$ cat src/rtl/fetch_req_ctrl_pkg.sv
// Shared definitions for the IF-stage fetch request controller:
// default widths and the controller FSM state encoding.
package fetch_req_ctrl_pkg;

  localparam int ADDR_W_DEF = 32;
  localparam int DATA_W_DEF = 64;
  localparam int CNT_W_DEF  = 2;

  typedef enum logic [1:0] {
    ST_IDLE = 2'd0,
    ST_REQ  = 2'd1,
    ST_WAIT = 2'd2,
    ST_HOLD = 2'd3
  } fetch_state_e;

  // Any flush source kills the fetch currently being sequenced.
  function automatic logic any_flush(input logic excep, input logic branch);
    return excep | branch;
  endfunction

endpackage

$ cat src/rtl/fetch_req_ctrl_if.sv
// Bundle of the IF-side request/response, flush and inst_sram signals.
// Handshakes: a transfer happens in a cycle where valid (or req) and
// ready (or addr_ok) are both high; the requester holds its payload
// stable and never drops valid/req until that transfer cycle.
// master = fetch controller, slave = IF stage / SRAM environment.
interface fetch_req_ctrl_if
  import fetch_req_ctrl_pkg::*;
#(
  parameter int ADDR_W = ADDR_W_DEF,
  parameter int DATA_W = DATA_W_DEF
) ();

  logic              if_req_valid_i;
  logic [ADDR_W-1:0] if_req_addr_i;
  logic              if_req_ready_o;
  logic              excep_flush_i;
  logic              branch_flush_i;
  logic              inst_sram_req_o;
  logic [ADDR_W-1:0] inst_sram_addr_o;
  logic              inst_sram_addr_ok_i;
  logic              inst_sram_data_ok_i;
  logic [DATA_W-1:0] inst_sram_rdata_i;
  logic              resp_valid_o;
  logic [DATA_W-1:0] resp_data_o;
  logic              resp_ready_i;
  logic              busy_o;

  modport master (
    input  if_req_valid_i, if_req_addr_i, excep_flush_i, branch_flush_i,
    input  inst_sram_addr_ok_i, inst_sram_data_ok_i, inst_sram_rdata_i,
    input  resp_ready_i,
    output if_req_ready_o, inst_sram_req_o, inst_sram_addr_o,
    output resp_valid_o, resp_data_o, busy_o
  );

  modport slave (
    output if_req_valid_i, if_req_addr_i, excep_flush_i, branch_flush_i,
    output inst_sram_addr_ok_i, inst_sram_data_ok_i, inst_sram_rdata_i,
    output resp_ready_i,
    input  if_req_ready_o, inst_sram_req_o, inst_sram_addr_o,
    input  resp_valid_o, resp_data_o, busy_o
  );

endinterface

$ cat src/rtl/fetch_cancel_cnt.sv
// Saturating up/down counter of cancelled requests whose data_ok is
// still to come. Simultaneous inc and dec cancel each other out.
module fetch_cancel_cnt #(
  parameter int CNT_W = 2
) (
  input  logic clk,
  input  logic rst,
  input  logic inc,
  input  logic dec,
  output logic full,
  output logic zero
);

  logic [CNT_W-1:0] cnt;

  // Count register; holds at the rails instead of wrapping.
  always_ff @(posedge clk) begin
    if (rst) begin
      cnt <= '0;
    end else if (inc && !dec && !full) begin
      cnt <= cnt + CNT_W'(1);
    end else if (dec && !inc && !zero) begin
      cnt <= cnt - CNT_W'(1);
    end
  end

  assign full = &cnt;
  assign zero = ~|cnt;

endmodule

$ cat src/rtl/fetch_req_ctrl.sv
// IF-stage fetch request controller: one inst_sram request at a time,
// returns data to IF, and discards responses of flushed requests via
// the cancel counter.
module fetch_req_ctrl
  import fetch_req_ctrl_pkg::*;
#(
  parameter int ADDR_W = ADDR_W_DEF,
  parameter int DATA_W = DATA_W_DEF,
  parameter int CNT_W  = CNT_W_DEF
) (
  input  logic                  clk,
  input  logic                  rst,
  fetch_req_ctrl_if.master      bus,
  output fetch_state_e          dbg_state_o
);

  fetch_state_e      state, state_next;
  logic              kill_q, kill_next;
  logic [ADDR_W-1:0] addr_q;
  logic [DATA_W-1:0] buf_q;
  logic              flush;
  logic              accept;
  logic              cnt_inc, cnt_dec, cnt_full, cnt_zero;
  logic              live_data;

  assign flush     = any_flush(bus.excep_flush_i, bus.branch_flush_i);
  assign accept    = bus.if_req_valid_i && bus.if_req_ready_o && !flush;
  // Any data_ok while cancelled responses are owed belongs to one of them.
  assign cnt_dec   = bus.inst_sram_data_ok_i && !cnt_zero;
  // Data for the fetch being waited on (no cancelled ones ahead of it).
  assign live_data = (state == ST_WAIT) && bus.inst_sram_data_ok_i && cnt_zero;

  fetch_cancel_cnt #(.CNT_W(CNT_W)) u_cancel_cnt (
    .clk  (clk),
    .rst  (rst),
    .inc  (cnt_inc),
    .dec  (cnt_dec),
    .full (cnt_full),
    .zero (cnt_zero)
  );

  // State and kill registers.
  always_ff @(posedge clk) begin
    if (rst) begin
      state  <= ST_IDLE;
      kill_q <= 1'b0;
    end else begin
      state  <= state_next;
      kill_q <= kill_next;
    end
  end

  // Next-state logic; also decides when an in-flight request is cancelled.
  always_comb begin
    state_next = state;
    kill_next  = kill_q;
    cnt_inc    = 1'b0;
    case (state)
      ST_IDLE: begin
        if (accept) state_next = ST_REQ;
      end
      ST_REQ: begin
        // The request stays up until addr_ok; a flush only marks it dead.
        if (bus.inst_sram_addr_ok_i) begin
          if (kill_q || flush) begin
            cnt_inc    = 1'b1;
            kill_next  = 1'b0;
            state_next = ST_IDLE;
          end else begin
            state_next = ST_WAIT;
          end
        end else if (flush) begin
          kill_next = 1'b1;
        end
      end
      ST_WAIT: begin
        if (live_data) begin
          state_next = (flush || bus.resp_ready_i) ? ST_IDLE : ST_HOLD;
        end else if (flush) begin
          // Our data is still owed; if a cancelled data_ok arrives in the
          // same cycle the counter's inc and dec net out.
          cnt_inc    = 1'b1;
          state_next = ST_IDLE;
        end
      end
      ST_HOLD: begin
        if (flush || bus.resp_ready_i) state_next = ST_IDLE;
      end
      default: state_next = ST_IDLE;
    endcase
  end

  // Address latch and response buffer.
  always_ff @(posedge clk) begin
    if (rst) begin
      addr_q <= '0;
      buf_q  <= '0;
    end else begin
      if (accept) addr_q <= bus.if_req_addr_i;
      if (live_data && !flush && !bus.resp_ready_i) buf_q <= bus.inst_sram_rdata_i;
    end
  end

  // Outputs decoded from state; response is never valid under a flush.
  always_comb begin
    bus.if_req_ready_o  = (state == ST_IDLE) && !cnt_full;
    bus.inst_sram_req_o = (state == ST_REQ);
    bus.resp_valid_o    = 1'b0;
    bus.resp_data_o     = buf_q;
    case (state)
      ST_WAIT: begin
        bus.resp_valid_o = live_data && !flush;
        bus.resp_data_o  = bus.inst_sram_rdata_i;
      end
      ST_HOLD: bus.resp_valid_o = !flush;
      default: ;
    endcase
  end

  assign bus.inst_sram_addr_o = addr_q;
  assign bus.busy_o           = (state != ST_IDLE) || !cnt_zero;
  assign dbg_state_o          = state;

endmodule

$ cat src/flat_wrapper.sv
// flat-port wrapper written by rule: the top's interface ports become plain ports
module fetch_req_ctrl_flat import fetch_req_ctrl_pkg::*;
#(
  parameter int ADDR_W = ADDR_W_DEF,
  parameter int DATA_W = DATA_W_DEF,
  parameter int CNT_W  = CNT_W_DEF
)
  (clk, rst, dbg_state_o, bus_if_req_valid_i, bus_if_req_addr_i, bus_excep_flush_i, bus_branch_flush_i, bus_inst_sram_addr_ok_i, bus_inst_sram_data_ok_i, bus_inst_sram_rdata_i, bus_resp_ready_i, bus_if_req_ready_o, bus_inst_sram_req_o, bus_inst_sram_addr_o, bus_resp_valid_o, bus_resp_data_o, bus_busy_o);
  fetch_req_ctrl_if #(.ADDR_W(ADDR_W), .DATA_W(DATA_W)) bus_i ();
  input  logic clk;
  input  logic rst;
  output fetch_state_e dbg_state_o;
  input wire logic [$bits(bus_i.if_req_valid_i)-1:0] bus_if_req_valid_i;
  input wire logic [$bits(bus_i.if_req_addr_i)-1:0] bus_if_req_addr_i;
  input wire logic [$bits(bus_i.excep_flush_i)-1:0] bus_excep_flush_i;
  input wire logic [$bits(bus_i.branch_flush_i)-1:0] bus_branch_flush_i;
  input wire logic [$bits(bus_i.inst_sram_addr_ok_i)-1:0] bus_inst_sram_addr_ok_i;
  input wire logic [$bits(bus_i.inst_sram_data_ok_i)-1:0] bus_inst_sram_data_ok_i;
  input wire logic [$bits(bus_i.inst_sram_rdata_i)-1:0] bus_inst_sram_rdata_i;
  input wire logic [$bits(bus_i.resp_ready_i)-1:0] bus_resp_ready_i;
  output wire logic [$bits(bus_i.if_req_ready_o)-1:0] bus_if_req_ready_o;
  output wire logic [$bits(bus_i.inst_sram_req_o)-1:0] bus_inst_sram_req_o;
  output wire logic [$bits(bus_i.inst_sram_addr_o)-1:0] bus_inst_sram_addr_o;
  output wire logic [$bits(bus_i.resp_valid_o)-1:0] bus_resp_valid_o;
  output wire logic [$bits(bus_i.resp_data_o)-1:0] bus_resp_data_o;
  output wire logic [$bits(bus_i.busy_o)-1:0] bus_busy_o;
  assign bus_i.if_req_valid_i = bus_if_req_valid_i;
  assign bus_i.if_req_addr_i = bus_if_req_addr_i;
  assign bus_i.excep_flush_i = bus_excep_flush_i;
  assign bus_i.branch_flush_i = bus_branch_flush_i;
  assign bus_i.inst_sram_addr_ok_i = bus_inst_sram_addr_ok_i;
  assign bus_i.inst_sram_data_ok_i = bus_inst_sram_data_ok_i;
  assign bus_i.inst_sram_rdata_i = bus_inst_sram_rdata_i;
  assign bus_i.resp_ready_i = bus_resp_ready_i;
  assign bus_if_req_ready_o = bus_i.if_req_ready_o;
  assign bus_inst_sram_req_o = bus_i.inst_sram_req_o;
  assign bus_inst_sram_addr_o = bus_i.inst_sram_addr_o;
  assign bus_resp_valid_o = bus_i.resp_valid_o;
  assign bus_resp_data_o = bus_i.resp_data_o;
  assign bus_busy_o = bus_i.busy_o;
  fetch_req_ctrl #(.ADDR_W(ADDR_W), .DATA_W(DATA_W), .CNT_W(CNT_W)) u_core (.clk(clk), .rst(rst), .bus(bus_i), .dbg_state_o(dbg_state_o));
endmodule
$ cat config.mk
export PLATFORM = sky130hd
export DESIGN_NAME = fetch_req_ctrl_flat
export DESIGN_NICKNAME = d
export VERILOG_FILES = /design/src/rtl/fetch_req_ctrl_pkg.sv /design/src/rtl/fetch_req_ctrl_if.sv /design/src/rtl/fetch_cancel_cnt.sv /design/src/rtl/fetch_req_ctrl.sv /design/src/flat_wrapper.sv
export SDC_FILE = /design/constraint.sdc
export NUM_CORES = 1
export LEC_CHECK = 0
export CAP_MARGIN = 40
export CORE_MARGIN = 1.5
export CORE_UTILIZATION = 43
export CTS_BUF_LIST = sky130_fd_sc_hd__clkbuf_4
export DETAILED_ROUTE_END_ITERATION = 8
export GPL_TIMING_DRIVEN = 0
export PLACE_DENSITY_LB_ADDON = 0.05
export SLEW_MARGIN = 20
export SYNTH_ARGS = -nofsm -noshare
export SYNTH_HDL_FRONTEND = slang
export SYNTH_SLANG_ARGS = --single-unit
$ cat constraint.sdc
create_clock -name clk -period 2.3 [get_ports clk]
set_clock_uncertainty 0.1 [all_clocks]
set_input_delay 0.575 -clock clk [delete_from_list [all_inputs] [get_ports clk]]
set_output_delay 0.575 -clock clk [all_outputs]
set_load 0.02 [all_outputs]
Word level (Yosys, flattened, before mapping)
Cells that the tools add are included.
- add/sub/neg operators: 2
- equality and inequality tests: 8
- multiplexer cells: 20
- bitwise logic cells: 1
- reduce and logical (&&, ||, !) cells: 29
- operators with widths (kind ; number):
    $mux W64 ; 1
    $mux W2 ; 9
    $logic_and A1 B1 Y1 ; 12
    $pmux W2 S4 ; 1
    $mux W1 ; 7
    $logic_not A1 Y1 ; 6
    $ne A2 B1 Y1 const B ; 3
    $reduce_bool A2 Y1 ; 3
    $eq A2 B2 Y1 const B ; 2
    $pmux W1 S2 ; 2
    $reduce_and A4 Y1 ; 1
    $logic_or A1 B1 Y1 ; 3
    $ne A3 B1 Y1 const B ; 1
    $reduce_and A3 Y1 ; 1
    $add A2 B1 Y2 const B ; 1
    $eq A2 B1 Y1 const B ; 1
    $logic_not A2 Y1 ; 1
    $ne A2 B2 Y1 const B ; 1
    $reduce_and A2 Y1 ; 1
    $reduce_or A2 Y1 ; 1
    $sub A2 B1 Y2 const B ; 1
    $or A1 B1 Y1 ; 1
- flip-flop bits (word level): 101
- input bits: 104
- output and inout port bits: 102

Logic depth before layout (Yosys ltp)
- depth in word-level cells: 10
- gate-level depth with buffers: 8
- depth with buffers taken out: 6

Modules after synthesis
From an unflattened synthesis, not the netlist that was laid out.
- cell total of the unflattened synthesis: 546
- area total of the unflattened synthesis: 4534.3 sq um
- by module, submodules not included (module ; times used ; cells an instance ; area each (sq um) ; sequential area each (sq um)):
    fetch_req_ctrl ; 1 ; 532 ; 4413.0 ; 1981.9
    fetch_cancel_cnt ; 1 ; 14 ; 121.4 ; 40.0

Worst setup path before layout
Ideal clock, no wire load.
- path kind: reg-to-output
- start: register u_core.state[0] (netlist: u_core.dbg_state_o[0])
- end: output port bus_resp_data_o[0]
- data arrival time: 1.642 ns
- data required time: 1.625 ns
- path slack: -0.017 ns
- cell stages (with the launch flop): 6
- buffers on the path: 2
- cells stage by stage: dfxtp_1 > inv_1 > ha_1 > clkbuf_1 > buf_2 > mux2_2
- longest elaborated chain between the ends: 2
- RTL lines (element ; line ; RTL):
    start: declaration ; fetch_req_ctrl.sv:17 ; fetch_state_e state, state_next;
    start signal: assignment ; fetch_req_ctrl.sv:48 ; state <= state_next;
    $eq A2 B2 Y1 ; fetch_req_ctrl.sv:110 ; case (state)
    $mux W64 ; fetch_req_ctrl.sv:110 ;
    end: declaration ; flat_wrapper.sv:25 ; output wire logic [$bits(bus_i.resp_data_o)-1:0] bus_resp_data_o;
Every way passes these cells.

Worst setup path in the final report
- start: register u_core.state[0] (netlist: u_core.dbg_state_o[0])
- end: output port bus_resp_data_o[31]
Same word-level chain as after synthesis.

==> impl_results.md <==
* Status: finished, violations left
* Failing checks: negative setup slack
* R2R Setup Slk at 130 ps
* Global Route Usage Sum at 0.2391
* Adder-cell area share of the yosys netlist at 0.01395
* Worst slew margin at 0.5583
* Worst hold slack at 361.4 ps
* Minimum clock period at 2529 ps
* First-pass GRT wire length at 21350 microns
* Hold endpoint: u_core.buf_q[51]
* WL final at 13300 microns
* Critical path class: flip-flop to output port
* Worst-margin pin slew at 662.6 ps
* Placement Cell Area at 6689 sq um
* Final setup margin at -228.6 ps
* Register bit count reported by yosys at between 100 and 150
* Mapped Nets at 656
* HPWL after detailed placement at a little under 10000 microns
* Clock buffer depth at 2
* Die width at 105.1 microns
* Iteration-0 DRC Markers at 187
* Drt pass-1 iters at 4
* RR Startpoint: u_core.dbg_state_o[0]
* Vias at 4547
* CP endpoint kind: output port
* Via density at roughly 5
* Grt total ovfl at 0
* Row count at 37
* Synth Warn # at 0
* Die area at 11050 sq um
* Critical Path Source Type: flip-flop
* Inserted Clock Buffers at 9
* # DRC at 0
* # placed instances at 886
* Syn Std Cell Area at about 4500 sq um
* CTS tree: yes
* Fin. Hold Viols at 0
* Leading cell type in the layout, fill and taps excluded: nand2_1
* Finished Cell Area at about 7000 sq um
* Layout cell share with drive strength beyond 1 at 0.2426
* Fraction of synthesized area in multiplexers at 0.1632
* Worst hold path stage count at 2
* Clock transition at path regs at between 150 and 200 ps
* H-tree Lvls at 3
* Worst r2r path cells at 10
* VDD IR-drop max at about 300 uV
* Hold Startpoint: u_core.buf_q[51]
* Vias in the first global route at 4370
* Placer Congestion at 0.8676
* Clock root buffer: clkbuf_4
* Sequential fraction of the synthesis area at 0.4508
* Main combinational cell family by area after synthesis: simple AND/OR/NAND/NOR gates
* Maximum clock rate at 395.5 MHz
* Non-filler cells, final at 911
* Drt wl/cell at 14.60 microns
* Crit Path Max Fanout at 10
* Synth Instances at 547
* Final setup fails at 65
* # hold bufs at CTS at 0
* Final net count at 879
* Max Slew Vio Count at 0
* Clk Latency, worst-skew pair at 450 ps
* Pwr Density at around 450 nW/um^2
* RSZ-0062 raised after global routing: true
* Hold crit path type: flip-flop to flip-flop
* Xor/xnor share of the synthesized area at 0
* Die extent in y at between 100 and 150 microns
* Syn-to-layout area delta at 56.62%
* Largest net degree at the start of global routing at 19
* Post-synthesis simple-gate area fraction at 0.1914
* Input/output buffers at ~200
* Antenna viol nets, final at 0
* WP data arrival at 1850 ps
* Commonest non-fill, non-tap cells in the layout: nand2_1 (195), clkdlybuf4s50_1 (134), a21oi_1 (99), dfxtp_1 (99), buf_2 (49)
* Initial core utilization at 0.4384
* Crit share post-route at 1.099
* Max_cap viols at 0
* Ports at 206
* Number of diodes at 0
* WP data required at 1620 ps
* Initial antenna violation count at 0
* Core area at 10230 sq um
* Syn_area_per_cell at 8.200 sq um
* # clock sinks at a little over 100
* Leakage at 2.703 nW
* Synth Area in Compound Gates at 0.1344
* Synth cell types at 34
* RR Endpoint: u_core.buf_q[24]
logic make-up after synthesis:
logic type               count (synthesis)
AO/OA/AOI/OAI                          113
adder cells (fa/ha/maj)                  5
buffers and inverters                   48
flip-flops                             101
multiplexers                            65
AND/OR/NAND/NOR                        215
timing repair:
action / in CTS / in global routing
buffers inserted: 6 / 1
setup endpoints to repair: 71 / 128
pin swaps: 2 / 1
gates cloned: 2 / 1
resized for setup: 370 / 27
worst max path at each step:
stage,from,end,slack [ps],cells after the start
after floorplan,u_core.dbg_state_o[0],bus_resp_data_o[0],100,5
after global placement,u_core.dbg_state_o[0],bus_resp_data_o[5],-620,6
after detailed placement,u_core.dbg_state_o[0],bus_resp_data_o[0],-660,6
after CTS,u_core.dbg_state_o[0],bus_resp_data_o[14],-270,6
after global routing,u_core.dbg_state_o[0],bus_resp_data_o[31],-290,6
final,u_core.dbg_state_o[0],bus_resp_data_o[31],-230,6
power by group:
| group | switching [mW] | total, mW | internal (mW) |
|---|---|---|---|
| sequential | 0.0168 | 1.80 | 1.78 |
| combinational | 0.236 | 0.520 | 0.284 |
| clock | 0.636 | 0.871 | 0.236 |
| total | 0.889 | 3.19 | 2.30 |
Yosys cell counts, drive strengths merged:
master   count  area share
a211oi       2      0.0033
a21boi       2      0.0033
a21oi       99        0.11
a221oi       1      0.0020
a31o         1      0.0020
a41o         1      0.0022
and2         1      0.0014
and3         1      0.0014
buf         23       0.025
clkbuf      18       0.015
dfxtp      101        0.45
ha           5       0.014
inv          7      0.0059
mux2        65        0.16
nand2      195        0.16
nand3        2      0.0022
nand4        1      0.0014
nand4bb      1      0.0025
nor2         4      0.0033
nor2b        1      0.0014
nor3         3      0.0045
nor3b        1      0.0017
nor4         2      0.0028
nor4b        1      0.0020
o211a        1      0.0022
o21ai        3      0.0033
o2bb2ai      2      0.0039
o31ai        1      0.0017
or3b         1      0.0020
or4          1      0.0017
registers in the layout, indices dropped and copies added, names as in the netlist:
name / count
u_core.buf_q: 64
u_core.kill_q: 1
u_core.u_cancel_cnt.cnt: 2
u_core.dbg_state_o: 2
u_core.bus.inst_sram_addr_o: 32
metal layers:
layer	vias up	global-route usage	wire length (microns)
li1	2275	-	-
met1	2109	0.2951	5727
met2	149	0.4057	6501
met3	14	0.06176	869
met4	0	0.07632	202
met5	-	0	0
worst max-delay path: stages, from the launching register on:
cell and delay (ps):
dfxtp_4 380, inv_4 70, ha_4 150, clkbuf_16 180, buf_12 130, mux2_2 340
buf_2 160
area by class of cell:
class / count / area [sq um]
inverter: 7 / 28.78
multi-input combinational: 398 / 2381
fill: 872 / 3206
clock buffer: 9 / 67.56
timing repair buffer: 212 / 2006
tap: 136 / 170.2
sequential: 101 / 2027
buffer: 41 / 287.8
clock inverter: 7 / 57.56
through the flow:
step | util | total power [mW] | TNS [ps] | setup WS [ps]
finish | 0.6867 | 3.189 | -12020 | -228.6
global route | 0.6867 | 3.313 | -15990 | -290.8
CTS | 0.6768 | 3.202 | -14440 | -268.2
detailed placement | 0.6538 | 2.330 | -65390 | -661.6
global placement | 0.6538 | 2.320 | -55960 | -616.2
floorplan | - | 2.020 | 0 | 97.28
(Power assumes the default switching activity.)
